==> src/rtl/motion_arbiter.sv <==
// motion_arbiter: drives MOTOR_STAT/DUTY from IR command strobes and proximity,
// with command hold timeout, brake dwell on direction change, obstacle stop and duty ramp.
module motion_arbiter #(
    parameter int CMD_TIMEOUT  = 6000000,
    parameter int DWELL_CYCLES = 5000000,
    parameter int RAMP_DIV     = 500000,
    parameter int DUTY_START   = 20,
    parameter int DUTY_FAST    = 60,
    parameter int DUTY_SLOW    = 40,
    parameter int SLOW_THRESH  = 8,
    parameter int STOP_THRESH  = 3
) (
    input  logic       clk_i,
    input  logic       reset_i,
    input  logic       cmd_valid_i,
    input  logic [2:0] cmd_i,
    input  logic [3:0] prox_stat_i,
    output logic [2:0] motor_stat_o,
    output logic [6:0] duty_o,
    output logic [1:0] state_o,
    output logic       obstacle_o
);
    typedef enum logic [1:0] {IDLE = 2'b00, DRIVE = 2'b01, DWELL = 2'b10} state_t;
    localparam logic [2:0] NONE = 3'b000, FWD = 3'b001, LEFT = 3'b010, BRAKE = 3'b011;
    localparam logic [2:0] RIGHT = 3'b100, BACK = 3'b101;
    localparam logic [6:0] START = 7'(DUTY_START > 100 ? 100 : DUTY_START);
    localparam logic [6:0] FAST = 7'(DUTY_FAST > 100 ? 100 : DUTY_FAST);
    localparam logic [6:0] SLOW = 7'(DUTY_SLOW > 100 ? 100 : DUTY_SLOW);
    state_t      state_q;
    logic [2:0]  motor_q, pend_q, pend_d;
    logic [6:0]  duty_q, duty_d, tgt;
    logic [31:0] timer_q, ramp_q, dwell_q;
    logic        obs_q, obs, drive_req, brake_req, fwd_obs, to_dwell, ramp_wrap;
    assign drive_req = cmd_valid_i && (cmd_i == FWD || cmd_i == LEFT || cmd_i == RIGHT || cmd_i == BACK);
    assign brake_req = cmd_valid_i && cmd_i == BRAKE;
    assign obs       = prox_stat_i < 4'(STOP_THRESH);
    assign fwd_obs   = motor_q == FWD && obs;
    assign to_dwell  = brake_req || fwd_obs || (drive_req ? cmd_i != motor_q : timer_q == 32'd1);
    assign ramp_wrap = ramp_q == 32'(RAMP_DIV - 1);
    assign tgt       = ((motor_q == FWD || motor_q == BACK) && prox_stat_i >= 4'(SLOW_THRESH)) ? FAST : SLOW;
    assign duty_d    = duty_q < tgt ? duty_q + 7'd1 : duty_q > tgt ? duty_q - 7'd1 : duty_q;
    // latest request during dwell wins; a brake cancels any pending drive
    assign pend_d    = drive_req ? cmd_i : brake_req ? NONE : pend_q;
    always_ff @(posedge clk_i) begin
        if (reset_i) begin
            state_q <= IDLE;
            motor_q <= NONE;
            duty_q  <= '0;
            timer_q <= '0;
            ramp_q  <= '0;
            dwell_q <= '0;
            pend_q  <= NONE;
            obs_q   <= 1'b0;
        end else begin
            obs_q <= obs;
            case (state_q)
                IDLE: begin
                    if (drive_req && !(cmd_i == FWD && obs)) begin
                        state_q <= DRIVE;
                        motor_q <= cmd_i;
                        duty_q  <= START;
                        timer_q <= 32'(CMD_TIMEOUT);
                        ramp_q  <= '0;
                    end else if (brake_req) begin
                        state_q <= DWELL;
                        motor_q <= BRAKE;
                        duty_q  <= '0;
                        dwell_q <= '0;
                        pend_q  <= NONE;
                    end
                end
                DRIVE: begin
                    if (to_dwell) begin
                        state_q <= DWELL;
                        motor_q <= BRAKE;
                        duty_q  <= '0;
                        dwell_q <= '0;
                        pend_q  <= (drive_req && !fwd_obs) ? cmd_i : NONE;
                    end else begin
                        timer_q <= drive_req ? 32'(CMD_TIMEOUT) : timer_q - 32'd1;
                        ramp_q  <= ramp_wrap ? '0 : ramp_q + 32'd1;
                        if (ramp_wrap) duty_q <= duty_d;
                    end
                end
                DWELL: begin
                    pend_q <= pend_d;
                    if (dwell_q == 32'(DWELL_CYCLES - 1)) begin
                        if (pend_d == NONE || (pend_d == FWD && obs)) begin
                            state_q <= IDLE;
                            motor_q <= NONE;
                        end else begin
                            state_q <= DRIVE;
                            motor_q <= pend_d;
                            duty_q  <= START;
                            timer_q <= 32'(CMD_TIMEOUT);
                            ramp_q  <= '0;
                        end
                    end else begin
                        dwell_q <= dwell_q + 32'd1;
                    end
                end
                default: state_q <= IDLE;
            endcase
        end
    end
    assign motor_stat_o = motor_q;
    assign duty_o       = duty_q;
    assign state_o      = state_q;
    assign obstacle_o   = obs_q;
endmodule
==> config.mk <==
export PLATFORM = sky130hd
export DESIGN_NAME = motion_arbiter
export DESIGN_NICKNAME = d
export VERILOG_FILES = /design/src/rtl/motion_arbiter.sv
export SDC_FILE = /design/constraint.sdc
export NUM_CORES = 1
export LEC_CHECK = 0
export BUFFER_PORTS_ARGS = -buffer_cell sky130_fd_sc_hd__buf_2
export CAP_MARGIN = 5
export CORE_ASPECT_RATIO = 1.1
export CORE_MARGIN = 5
export CORE_UTILIZATION = 62
export DETAILED_ROUTE_END_ITERATION = 10
export GPL_ROUTABILITY_DRIVEN = 0
export GPL_TIMING_DRIVEN = 0
export HOLD_SLACK_MARGIN = 0.1
export PLACE_DENSITY = 0.8
export SYNTH_ARGS = -nofsm -noshare
export SYNTH_HDL_FRONTEND = slang
export SYNTH_SLANG_ARGS = --single-unit
==> constraint.sdc <==
create_clock -name clk_i -period 3.55 [get_ports clk_i]
set_input_delay 0.1775 -clock clk_i [delete_from_list [all_inputs] [get_ports clk_i]]
set_output_delay 0.1775 -clock clk_i [all_outputs]
set_load 0.01 [all_outputs]
==> summary.txt <==
STA
  • RSZ-0062 raised after global routing: no
  • Final hold vios: 0
  • Tmin final: 3410 ps
  • Relative slew slack: 35.7%
  • # setup viols final: 0
  • F_max: approximately 300 MHz
  • Setup TNS: 0 ps
  • Max Slew Vio Count: 0
  • Setup Skew: roughly 11 ps
  • Worst-Margin Slew: 956 ps
  • Period Utilization, post-route: 96.0%

Synthesis
  • FFs w/ async S/R, synth: 0%
  • Top post-synthesis cells by count: 112 x dfxtp_1, 86 x a21oi_1, 86 x nor2_1
  • Seq/Total Area, Yosys: between 30% and 40%
  • Synth top area share: ~34%
  • Mapped Cells: 860
  • Top FF cell, synth: dfxtp_1
  • Post-synth EDFFs: 0
  • Area contributors post-synth: dfxtp_1 34%, a21oi_1 6.5%, nor2_1 4.9%, xnor2_1 3.7%, nand2_1 3.7%
  • Netlist cell types: 68
  • Yosys reg bits: 112
  • Mapped Nets: approximately 890
  • Top-count cell post-synth: dfxtp_1
  • YS warnings: 0
  • Mean Syn Cell Area: 7.73 µm²
  • Mapped Area: between 6000 and 7000 µm²
  • Largest area contributor in the synthesized netlist: dfxtp_1

Floorplanning
  • Die Y: roughly 120 µm
  • Starting Density: between 60% and 70%
  • I/O pin total: 23
  • Die Span X: ~110 µm
  • Die area: ~13000 µm²
  • Core Box Area: 10400 µm²
  • Row count: 39

Global route
  • Antenna violations before repair: 0
  • Number of global-route vias before repair: roughly 6400
  • Total GRT Usage: 28.5%
  • Largest net degree at the start of global routing: 17
  • GRT overflow: 0
  • First-pass GRT wire length: 30300 µm

CTS
  • CTS tree: done
  • CTS sink cnt: around 110
  • Longest Clk Path Bufs: 2
  • Clk_lat worst skew: between 300 and 400 ps
  • Total setup buffers inserted after CTS: 0
  • # H-tree levels: 3
  • Root buffer cell: clkbuf_16
  • Cts bufs inserted: 9
  • Clock slew at reported path FFs: around 70 ps

Worst setup path
  • CP max-delay cell: or4_1
  • R2R cell count: 11
  • Top delay family on crit path: simple AND/OR/NAND/NOR gates
  • Worst setup EP type: flip-flop
  • CP bufs+invs: 5
  • Type of the worst setup path: reg -> reg
  • Reg2Reg Setup Slack: 140 ps
  • Highest net fanout along the worst path: 10
  • CP Cell Sequence: or3_1, buf_2, or4_1, buf_2, nor4_1, inv_1, o211ai_1, clkbuf_1, clkbuf_1, nor3_1, nor3_1
  • Slowest stage delay, CP: about 500 ps
  • Worst Path Required: roughly 3800 ps
  • WP depth: 11
  • Critical path arrival: ~3700 ps
  • Type of origin of the critical path: flip-flop

Route
  • Wirelength, routed: around 18000 µm
  • Routed wire per std cell: 17.4 µm
  • First DRT Iteration DRCs: 619
  • DRC viols: 0
  • Via/cell ratio: about 6.6
  • DRT Pass-1 Iters: 7
  • Antenna violation net count after detailed routing: 0
  • Vias: 6822

Final layout
  • Layout cells sized above 1: 6.26%
  • Fill cell count: 883
  • Post-route cell area: slightly above 7000 µm²
  • # nets final: around 900
  • Ant diodes: 0
  • Final Core Density: just under 70%
  • Register area: 2240 µm²
  • Multi-input logic area: 4160 µm²
  • Syn-to-layout area delta: 8.84%

Power
  • Pleak: roughly 2.5 nW
  • Int Power: 2.47 mW
  • Worst VDD drop: approximately 0.33 mV
  • Clock share of power: roughly 25%
  • PD cells: a little under 600 nW/µm²
  • Psw: 1.71 mW
  • Flop pwr share: a little over a third
  • Sw frac: approximately 41%
  • Combinational cell fraction of total power: between 30% and 40%

Place
  • Placed cell areas: roughly 6900 µm²
  • Port bufs: 19
  • Post-DP HPWL: between 10000 and 15000 µm

Min path
  • HP Class: in -> reg
  • Hold Path Depth: 3

Job
  • Max Cap Viol: 0

Outcome
  • Outcome: finished, final reports clean
==> repair_timing <==
action                                  CTS  global route
hold buffers                              0             0
hold endpoints to repair                  0             0
endpoints found under the setup margin    0            13
resized for setup                         0             5
==> metal layers <==
layer | wire [µm] | GRT usage (%) | up-vias
met1 | 7510 | 36.6 | 3178
met5 | 0 | 0 | -
met3 | 1420 | 6.16 | 57
met4 | 516 | 13.3 | 0
li1 | - | - | 3274
met2 | 8620 | 45.3 | 313
==> power groups by stage <==
| stage | Sequential [mW] | Clock (mW) | Combinational (mW) |
|---|---|---|---|
| floorplan | 1.51 | 0 | 1.14 |
| global placement | 1.52 | 0 | 1.53 |
| detailed placement | 1.52 | 0 | 1.57 |
| CTS | 1.50 | 1.06 | 1.58 |
| global route | 1.52 | 1.11 | 1.79 |
| finish | 1.50 | 1.04 | 1.63 |
==> through the flow <==
stage                     hold slack (ps)  total power, mW  setup slack (ps)  instances
after floorplan                       347             2.65               577        860
after global placement                454             3.05               104       1022
after detailed placement              461             3.09              69.5       1022
after CTS                             109             4.14              26.9       1038
after global routing                  121             4.42             0.294       1038
final                                 123             4.18               141       1038
==> worst paths after layout <==
kind | from | endpoint
worst max register to register | timer_q[12] | ramp_q[18]
worst min-delay path | prox_stat_i[2] | obstacle_o
worst max-delay path | timer_q[12] | ramp_q[18]
worst min register to register | timer_q[27] | timer_q[27]
==> area by class of cell <==
cell class,count,area share [%]
clock inverters,3,0.553
flip-flops and latches,112,31.0
clock buffers,13,3.60
inverters,22,1.14
plain buffers,47,2.52
multi-input cells,679,57.4
well taps,143,2.47
repair buffers,19,1.31
==> tightest hold or removal path, cell delays in order <==
cell,delay [ps]
buf_2,90
a211o_1,120
nor2_1,40
==> cells by family (layout without fill, tap and decap cells) <==
family | Yosys count | count (layout) | share of synthesized area [%]
fa+ha+maj | 17 | 17 | 3.31
compound gates | 226 | 226 | 21.0
xor+xnor | 34 | 34 | 4.48
buf+inv | 69 | 104 | 3.97
flops | 112 | 112 | 33.7
simple gates | 393 | 393 | 32.2
mux | 9 | 9 | 1.35
==> placed cells by master (no fill, tap or decap), drive strengths merged, types with 14 or more instances in the layout <==
cell type / netlist / final
nor4: 23 / 23
o21ai: 52 / 52
dfxtp: 112 / 112
a31oi: 14 / 14
nand4: 18 / 18
buf: 4 / 23
xnor2: 28 / 28
nand3: 31 / 31
nor2: 86 / 86
a21oi: 86 / 86
inv: 21 / 21
nor3: 46 / 46
or3: 26 / 26
nand2: 65 / 65
or4: 19 / 19
clkbuf: 43 / 56
ha: 16 / 16
==> state kept, by name, summed over array words and instances, names as in the netlist <==
| name | count |
|---|---|
| motor_stat_o | 3 |
| pend_q | 3 |
| duty_o | 7 |
| obstacle_o | 1 |
| dwell_q | 32 |
| state_o | 2 |
| ramp_q | 32 |
| timer_q | 32 |
Power figures use the tool's default switching activity.
